$ cat src/rtl/cordic_pkg.sv
// Shared definitions for the CORDIC sine/cosine engine: state encoding, gain,
// limits, Q-format helper and the arctangent table generator.
package cordic_pkg;

  typedef enum logic [1:0] {
    IDLE  = 2'd0,
    ITER  = 2'd1,
    ROUND = 2'd2,
    DONE  = 2'd3
  } cordic_state_e;

  localparam int  ITERS_MAX = 24;
  localparam int  CTR_W     = $clog2(ITERS_MAX + 1);
  localparam real CORDIC_K  = 0.6072529350;

  function automatic int q_one(input int out_w);
    return 1 << (out_w - 2);
  endfunction

  // atan(1/k) scaled by s, alternating series with integer terms
  function automatic logic [127:0] atan_inv(input logic [127:0] s, input logic [127:0] k);
    logic [127:0] pw;
    logic [127:0] sum;
    int           n;
    pw  = s / k;
    sum = 128'd0;
    n   = 0;
    while (pw != 128'd0) begin
      if ((n % 2) == 0) sum = sum + pw / 128'(2 * n + 1);
      else              sum = sum - pw / 128'(2 * n + 1);
      pw = pw / (k * k);
      n  = n + 1;
    end
    return sum;
  endfunction

  // round(atan(2^-i) / (2*pi) * 2^angle_w), integer-only so it folds at elaboration
  function automatic logic [63:0] atan_entry(input int angle_w, input int i);
    logic [127:0] s;
    logic [127:0] pi_s;
    logic [127:0] pw;
    logic [127:0] sum;
    logic [127:0] num;
    logic [127:0] den;
    int           n;
    s = 128'd1 << 80;
    if (i == 0) return 64'd1 << (angle_w - 3);
    pi_s = 128'd16 * atan_inv(s, 128'd5) - 128'd4 * atan_inv(s, 128'd239);
    sum  = 128'd0;
    pw   = s >> i;
    n    = 0;
    while (pw != 128'd0) begin
      if ((n % 2) == 0) sum = sum + pw / 128'(2 * n + 1);
      else              sum = sum - pw / 128'(2 * n + 1);
      pw = pw >> (2 * i);
      n  = n + 1;
    end
    num = sum << angle_w;
    den = pi_s << 1;
    return 64'(((num << 1) + den) / (den << 1));
  endfunction

endpackage

$ cat src/rtl/cordic_atan_rom.sv
// Constant arctangent table indexed by the iteration counter; zero past the last
// used iteration so a stray index never rotates the residual.
module cordic_atan_rom
  import cordic_pkg::*;
#(
  parameter int ANGLE_W = 18,
  parameter int ITERS   = 16
) (
  input  logic [CTR_W-1:0]          idx,
  output logic signed [ANGLE_W:0]   atan_val
);

  logic signed [ANGLE_W:0] tab_s [ITERS_MAX];

  for (genvar g = 0; g < ITERS_MAX; g++) begin : g_tab
    if (g < ITERS) begin : g_used
      localparam logic [63:0] ENTRY = atan_entry(ANGLE_W, g);
      assign tab_s[g] = (ANGLE_W + 1)'(ENTRY);
    end else begin : g_zero
      assign tab_s[g] = '0;
    end
  end

  // table lookup with out-of-range guard
  always_comb begin
    if (idx < CTR_W'(ITERS_MAX)) atan_val = tab_s[idx];
    else                         atan_val = '0;
  end

endmodule

$ cat src/rtl/cordic_sincos.sv
// Iterative CORDIC producing sine and cosine of a binary angle, with quadrant
// folding, rounding, saturation and valid/ready handshakes carrying a tag.
module cordic_sincos
  import cordic_pkg::*;
#(
  parameter int ANGLE_W = 18,
  parameter int OUT_W   = 16,
  parameter int GUARD   = 4,
  parameter int ITERS   = 16,
  parameter int TAG_W   = 4
) (
  input  logic                      clk,
  input  logic                      reset_n,
  input  logic                      in_valid,
  output logic                      in_ready,
  input  logic [ANGLE_W-1:0]        in_angle,
  input  logic [TAG_W-1:0]          in_tag,
  output logic                      out_valid,
  input  logic                      out_ready,
  output logic signed [OUT_W-1:0]   out_sin,
  output logic signed [OUT_W-1:0]   out_cos,
  output logic [TAG_W-1:0]          out_tag
);

  localparam int XW  = OUT_W + GUARD + 1;
  localparam int ZW  = ANGLE_W + 1;
  localparam int ONE = q_one(OUT_W);
  localparam logic signed [XW-1:0]  X0    = XW'($rtoi(CORDIC_K * real'(64'd1 << (OUT_W - 2 + GUARD)) + 0.5));
  localparam logic signed [XW:0]    RND_W = (XW + 1)'(1 << (GUARD - 1));
  localparam logic signed [XW:0]    ONE_W = (XW + 1)'(ONE);
  localparam logic signed [OUT_W-1:0] ONE_O = OUT_W'(ONE);
  localparam logic [CTR_W-1:0]      LAST  = CTR_W'(ITERS - 1);

  cordic_state_e           state_r;
  logic [CTR_W-1:0]        ctr_r;
  logic [1:0]              q_r;
  logic signed [XW-1:0]    x_r, y_r;
  logic signed [ZW-1:0]    z_r;
  logic [TAG_W-1:0]        tag_r;

  logic signed [ZW-1:0]    atan_s;
  logic signed [XW-1:0]    xs_s, ys_s, x_nxt_s, y_nxt_s, fold_c_s, fold_s_s;
  logic signed [ZW-1:0]    z_nxt_s;
  logic                    accept_s;

  function automatic logic signed [OUT_W-1:0] round_sat(input logic signed [XW-1:0] v);
    logic signed [XW:0] r;
    r = ($signed({v[XW-1], v}) + RND_W) >>> GUARD;
    if (r > ONE_W)       return ONE_O;
    else if (r < -ONE_W) return -ONE_O;
    else                 return r[OUT_W-1:0];
  endfunction

  cordic_atan_rom #(
    .ANGLE_W (ANGLE_W),
    .ITERS   (ITERS)
  ) u_rom (
    .idx      (ctr_r),
    .atan_val (atan_s)
  );

  assign in_ready = reset_n && ((state_r == IDLE) || ((state_r == DONE) && out_ready));
  assign accept_s = in_valid && in_ready;

  // one micro-rotation, direction chosen by the sign of the residual
  always_comb begin
    xs_s = x_r >>> ctr_r;
    ys_s = y_r >>> ctr_r;
    if (z_r[ZW-1]) begin
      x_nxt_s = x_r + ys_s;
      y_nxt_s = y_r - xs_s;
      z_nxt_s = z_r + atan_s;
    end else begin
      x_nxt_s = x_r - ys_s;
      y_nxt_s = y_r + xs_s;
      z_nxt_s = z_r - atan_s;
    end
  end

  // map the first-quadrant vector back to the requested quadrant
  always_comb begin
    fold_c_s = x_r;
    fold_s_s = y_r;
    case (q_r)
      2'd0: begin fold_c_s = x_r;  fold_s_s = y_r;  end
      2'd1: begin fold_c_s = -y_r; fold_s_s = x_r;  end
      2'd2: begin fold_c_s = -x_r; fold_s_s = -y_r; end
      2'd3: begin fold_c_s = y_r;  fold_s_s = -x_r; end
      default: begin fold_c_s = x_r; fold_s_s = y_r; end
    endcase
  end

  // control FSM, datapath registers and registered outputs
  always_ff @(posedge clk or negedge reset_n) begin
    if (!reset_n) begin
      state_r   <= IDLE;
      ctr_r     <= '0;
      q_r       <= '0;
      x_r       <= '0;
      y_r       <= '0;
      z_r       <= '0;
      tag_r     <= '0;
      out_valid <= 1'b0;
      out_sin   <= '0;
      out_cos   <= '0;
      out_tag   <= '0;
    end else begin
      case (state_r)
        IDLE: state_r <= IDLE;
        ITER: begin
          x_r   <= x_nxt_s;
          y_r   <= y_nxt_s;
          z_r   <= z_nxt_s;
          ctr_r <= ctr_r + CTR_W'(1);
          if (ctr_r == LAST) state_r <= ROUND;
          else               state_r <= ITER;
        end
        ROUND: begin
          out_cos   <= round_sat(fold_c_s);
          out_sin   <= round_sat(fold_s_s);
          out_tag   <= tag_r;
          out_valid <= 1'b1;
          state_r   <= DONE;
        end
        DONE: begin
          if (out_ready) begin
            out_valid <= 1'b0;
            state_r   <= IDLE;
          end else begin
            state_r   <= DONE;
          end
        end
        default: state_r <= IDLE;
      endcase
      // a new request overrides the IDLE/DONE next-state chosen above
      if (accept_s) begin
        state_r <= ITER;
        ctr_r   <= '0;
        q_r     <= in_angle[ANGLE_W-1 -: 2];
        z_r     <= {3'b000, in_angle[ANGLE_W-3:0]};
        x_r     <= X0;
        y_r     <= '0;
        tag_r   <= in_tag;
      end
    end
  end

endmodule

$ cat config.mk
export PLATFORM = sky130hd
export DESIGN_NAME = cordic_sincos
export DESIGN_NICKNAME = d
export VERILOG_FILES = /design/src/rtl/cordic_pkg.sv /design/src/rtl/cordic_atan_rom.sv /design/src/rtl/cordic_sincos.sv
export SDC_FILE = /design/constraint.sdc
export NUM_CORES = 1
export LEC_CHECK = 0
export BUFFER_PORTS_ARGS = -buffer_cell sky130_fd_sc_hd__buf_2
export CAP_MARGIN = 30
export CORE_MARGIN = 2
export CORE_UTILIZATION = 65
export CTS_BUF_LIST = sky130_fd_sc_hd__clkbuf_4 sky130_fd_sc_hd__clkbuf_8
export DETAILED_ROUTE_END_ITERATION = 8
export PLACE_DENSITY = 0.84
export SLEW_MARGIN = 20
export SYNTH_ARGS = -nofsm -noshare
export SYNTH_HDL_FRONTEND = slang
export SYNTH_SLANG_ARGS = --single-unit
$ cat constraint.sdc
create_clock -name clk -period 6.5 [get_ports clk]
set_input_delay 0 -clock clk [delete_from_list [all_inputs] [get_ports clk]]
set_output_delay 0 -clock clk [all_outputs]
set_load 0.02 [all_outputs]
# --- Word level (Yosys, flattened, before mapping) ---
# Memories as Yosys holds them, arrays and structs flattened.
# Index checks and enable logic that the tools add are counted.
totals:
  inputBits: 26
  word_cells: 75
  output_inout_bits: 38
  mem_count: 1
  mem_bits_ro: 608
  regBits: 111
classes:
  magnitude_cmp: 6
  n_reduce_logical: 9
  n_mux: 26
  n_bitwise: 1
  eq_ne: 8
  addsub: 11
  n_shift: 2
memory_table:
  columns: ["name", "depth", "word_bits", "read_ports", "rd_ports_with_merged_regs", "wr", "line", "rtl"]
  rows:
  - ["(name not given)", 32, 19, 1, 0, 0, "cordic_atan_rom.sv:26", "if (idx < CTR_W'(ITERS_MAX)) atan_val = tab_s[idx];"]
ops:
  columns: ["op", "count"]
  rows:
  - ["21-bit one-hot mux with 4 select lines", 2]
  - ["21-bit 2-to-1 mux", 6]
  - ["19-bit 2-to-1 mux", 6]
  - ["16-bit 2-to-1 mux", 4]
  - ["21-bit by 5-bit adder with 22-bit output (second input constant)", 2]
  - ["21-bit adder", 2]
  - ["21-bit negator", 2]
  - ["21-bit by 5-bit >>> shifter with 21-bit output", 2]
  - ["21-bit subtractor", 2]
  - ["18-bit by 16-bit greater-than comparator with 1-bit output (second input constant)", 2]
  - ["18-bit by 15-bit < comparator with 1-bit output (second input constant)", 2]
  - ["19-bit adder", 1]
  - ["19-bit subtractor", 1]
  - ["5-bit 2-to-1 mux", 2]
  - ["2-bit equality test (second input constant)", 4]
  - ["2-bit one-hot mux with 4 select lines", 1]
  - ["6-bit greater-or-equal comparator (second input constant)", 1]
  - ["2-bit 2-to-1 mux", 3]
  - ["5-bit inverter with 6-bit output", 1]
  - ["5-bit by 1-bit adder with 5-bit output (second input constant)", 1]
  - ["5-bit by 4-bit equality test with 1-bit output (second input constant)", 1]
  - ["5-bit < comparator (second input constant)", 1]
  - ["2-bit by 1-bit equality test with 1-bit output (second input constant)", 2]
  - ["2-bit logical NOT", 2]
  - ["other kinds (7)", 10]

# --- Longest topological paths before layout ---
depth:
  ltp_word: 9
  mapped_depth: 26
  ltp_nobuf: 21

# --- Modules after synthesis ---
# A second synthesis with hierarchy kept.
unflattened:
  cells_unflattened: 1759
  hier_area_um2: 14162.3
by_module_without_submodules:
  columns: ["module", "instances", "area_each_um2", "cells_each"]
  rows:
  - ["cordic_sincos", 1, 13701.9, 1699]
  - ["cordic_atan_rom", 1, 460.4, 60]

# --- Least setup slack after synthesis ---
# OpenSTA, ideal clock, no wires.
synth_path:
  path_type: "flip-flop to flip-flop"
  from: "register ctr_r[0]"
  to: "register z_r[17]"
  setup_slack_ns: 1.012
  arrival_time_ns: 5.355
  stages_incl_launch_ff: 26
  required_ns: 6.367
  synth_period_minus_slack_ns: 5.488
  path_cell_list: "dfrtp_1 -> buf_2 -> buf_2 -> buf_2 -> buf_1 -> clkbuf_1 -> inv_1 -> ha_1 -> nor2_1 -> a21oi_1 -> o211ai_1 -> ha_1 -> nand2_1 -> o21ai_0 -> ha_1 -> a21o_1 -> a21oi_1 -> o21ba_2 -> o21ai_0 -> a41oi_1 -> a21oi_1 -> and4_1 -> or3_1 -> a31oi_1 -> xor2_1 -> o21ai_0"
synth_via:
  elab_chain_cells: 9
  elab_cells_between_ends: 11
  cone_classes: "add/sub: 2; order compare: 1; mux: 6; bitwise: 1; memory: 1"
synth_lines:
  columns: ["element", "line", "rtl"]
  rows:
  - ["start, declared", "cordic_sincos.sv:35", "logic [CTR_W-1:0] ctr_r;"]
  - ["start signal, assigned", "cordic_sincos.sv:114", "ctr_r <= ctr_r + CTR_W'(1);"]
  - ["5-bit inverter with 6-bit output (implied by the code)", "cordic_atan_rom.sv:26", null]
  - ["memory read 32 x 19 bit", null, null]
  - ["19-bit 2-to-1 mux (implied by the code) (2 in a row)", "cordic_atan_rom.sv:26", null]
  - ["19-bit 2-to-1 mux (*)", "cordic_atan_rom.sv:26", null]
  - ["19-bit subtractor / 19-bit adder (equally long branches)", "cordic_sincos.sv:76, cordic_sincos.sv:72", null]
  - ["19-bit 2-to-1 mux (*)", "cordic_sincos.sv:69", "if (z_r[ZW-1]) begin"]
  - ["19-bit 2-to-1 mux (*)", "cordic_sincos.sv:108", "case (state_r)"]
  - ["19-bit 2-to-1 mux (*)", "cordic_sincos.sv:136", "if (accept_s) begin"]
  - ["end signal, assigned", "cordic_sincos.sv:113", "z_r <= z_nxt_s;"]
  - ["end signal, assigned", "cordic_sincos.sv:140", "z_r <= {3'b000, in_angle[ANGLE_W-3:0]};"]
  - ["end, declared", "cordic_sincos.sv:38", "logic signed [ZW-1:0] z_r;"]
# Mark *: on every way between the ends. The rest lies on a longest branch, timed or not. The select of a mux whose other input is x is not followed.
# A chain may end at the register's enable or synchronous reset.

# --- Worst setup path after layout ---
layout_path:
  from: "register ctr_r[1]"
  to: "register z_r[17]"
# Same word-level chain as after synthesis.

==> impl_results.md <==
- Largest cells by area after synthesis: dfrtp_1, mux4_2, ha_1, nand2_1, a21oi_1
- Share of post-route cells with drive strength above 1: 13.6%
- Layout Skew: 23.9 ps
- CTS tree: built
- Maximum frequency from static timing analysis: 181 MHz
- Most frequent standard cell in the layout excluding fill and tap cells: nand2_1
- Routability congestion estimate from global placement: 1.03
- Pin count of the biggest net entering global routing: 77
- Number of buffers on the longest clock path: 2
- Residual antenna-violating net count after detailed routing: 0
- HP Class: in -> async
- Top Layer Used: met4
- Max capacitance violation total: 0
- Number of placed cells counting well taps: 1932
- Total clock buffers created by CTS: 9
- Slew @ Worst Pin: 980 ps
- Min Tclk post-route: 5540 ps
- Rows: 53
- Final clock period utilization by the worst path: 85.2%
- Final HPWL from detailed placement: 29500 um
- Via count of the first global-routing pass: 12.6k
- Postcts setup bufs: 0
- Number of top-level pins: 64
- Worst Path Max Fanout: 32
- Total die area: 22300 sq um
- RSZ-0062 raised after global routing: false
- Leading cell types in the layout, fill and taps excluded: nand2_1, a21oi_1, nor2_1
- Seq. cell area: 2780 sq um
- Type of origin of the critical path: flip-flop
- Hold_ws: 79.8 ps
- Critical Path End Type: flip-flop
- Die Y-Extent: 149 um
- Count of final hold-check violations: 0
- Routed vias/inst: 6.96
- Fraction of synthesized cell area taken by the top area cell type: 20.2%
- Post-synth cell types: 90
- Routed wire length: 41600 um
- Routed length on met2: 18700 um
- Worst-Skew Late Latency: 430 ps
- Post-CTS clock slew at the launch and capture registers of the worst setup and hold paths: 140 ps
- Die W: 149 um
- Resized cells post-CTS: 0
- Footprint of the multi-input gates: 10200 sq um
- Leading register cell type out of synthesis: dfrtp_1
- Average instance area after synthesis: 8.06 sq um
- Relative max-transition margin: 34.7%
- Met3 wire length: 4520 um
- FFs w/ async S/R, synth: 100%
- Final max-slew violation count: 0
- Effective utilization at floorplan: 65.7%
- Core area: 20900 sq um
- Total global-route track usage: 37.0%
- Number of synthesized flops with an enable pin: 0
- Startpoint-to-endpoint class of the critical path: reg -> reg
- Count of filler cells inserted in the layout: 1769
- Outcome: finished clean
- Overall overflow remaining after global route: 0
- Detailed-route DRC error count: 0
- First-pass iteration count of the detailed router: 6
- Clock tree sinks: 111
- Final cell count without fillers: 1976
- Setup violators final: 0
- CTS Root Buffer Type: clkbuf_8
- Flip-flop and latch count after synthesis: 111
- Warnings, synthesis: 0
- Number of antenna violations at the first check in global routing: 0
- Critical path, cell by cell: inv_1, ha_1, nand2_1, o211ai_1, o211ai_1, ha_1, nand2_1, o21ai_0, ha_1, a21o_1, a21oi_1, o21ba_2, o21ai_0, a41oi_1, a21oi_1, and4_1, or3_1, a31oi_1, xor2_1, o21ai_0
- Crit-path max cell delay: 830 ps
- IO buf count: 63
- Summed negative setup slack over all endpoints: 0 ps
- Cells after synthesis: 1702
- Routed wire per std cell: 21.0 um
- Number of cells on the worst reg-to-reg path: 20
- Sequential cell area fraction in the yosys report: 20.2%
- WP data arrival: 5830 ps
- Wire length of the first global-routing pass: 65600 um
- Critical path data required time: 6790 ps
- Vias post-DR: 13.8k
- Cell with the largest stage delay on the worst path: dfrtp_2
- Post-synth net total: 1804
- Initial DRC count: 1385
- Routed metal-1 wire length: 16700 um
- Layout overhead on the synthesized area: 6.40%
- Mapped cell area: 13700 sq um
- Largest area contributor in the synthesized netlist: dfrtp_1
- Level count of the clock H-tree: 3
- Fin nets: 1797
## through the flow
step | instance area, sq um | util (%) | worst slack, ps
after floorplan | 13700 | - | 1010
after global placement | 14100 | 67.4 | 986
after detailed placement | 14100 | 67.4 | 844
after CTS | 14500 | 69.6 | 835
after global routing | 14600 | 69.9 | 518
final | 14600 | 69.9 | 964
## logic make-up after synthesis
family                   after synthesis  synth area share (%)
AO/OA/AOI/OAI                        503                  24.5
XOR/XNOR                             134                  8.61
adder cells (fa/ha/maj)               76                  7.09
buffers and inverters                185                  5.24
flip-flops                           111                  20.2
multiplexers                         108                  13.4
AND/OR/NAND/NOR                      585                  20.9
## per-layer routing
metal / global-route usage (%) / vias up
met5: 0 / -
met4: 16.1 / 0
met2: 59.1 / 816
li1: - / 6336
met1: 49.2 / 6471
met3: 6.91 / 134
## path summary, 6_finish.rpt
kind	endpoint	start	slack [ps]
setup / recovery	z_r[17]	ctr_r[1]	960
hold / removal	out_tag[0]	reset_n	80
setup reg to reg	z_r[17]	ctr_r[1]	960
hold reg to reg	out_tag[2]	out_tag[2]	490
max in group asynchronous	y_r[13]	reset_n	5350
min in group clk	state_r[0]	in_valid	130
## Yosys cell counts (all sizes together), types with 17 or more instances
| cell | count |
|---|---|
| mux4 | 59 |
| o21ai | 120 |
| xor2 | 65 |
| nor4 | 19 |
| a21oi | 125 |
| nand2 | 190 |
| nand2b | 24 |
| nor2 | 127 |
| and2 | 18 |
| clkbuf | 95 |
| dfrtp | 111 |
| nand3 | 57 |
| mux2i | 34 |
| nor3 | 52 |
| xnor2 | 69 |
| a31oi | 26 |
| inv | 47 |
| or3 | 17 |
| o211ai | 20 |
| a211oi | 26 |
| a21o | 22 |
| buf | 42 |
| o31ai | 18 |
| ha | 73 |
## critical path: cells and delay by family, from the launching register on
kind	cells	cell delay, ps
compound gates	11	2070
xor+xnor	1	160
fa+ha+maj	3	1050
buf+inv	1	490
flops	1	830
simple gates	4	800
## final cells by class
cell class              count  share of cell area (%)
multi-input cells        1406                    70.1
flip-flops and latches    111                    19.0
repair buffers            119                    5.71
well taps                 275                    2.36
inverters                  48                    1.23
clock buffers               9                   0.848
clock inverters             7                   0.660
diodes                      1                  0.0171
## state kept, by name, summed over array words and instances, names as in the netlist
signal,count
out_tag,4
out_sin,16
y_r,21
ctr_r,5
q_r,2
out_cos,16
out_valid,1
x_r,21
z_r,19
state_r,2
tag_r,4
## what timing repair did
item / 4_1_cts / 5_1_grt
hold buffers: 24 / 0
hold endpoints to repair: 66 / 0
setup endpoints to repair: 0 / 0
Power is not shown: default switching activity piles up to over one toggle a cycle in this logic, so the estimate is an artifact.
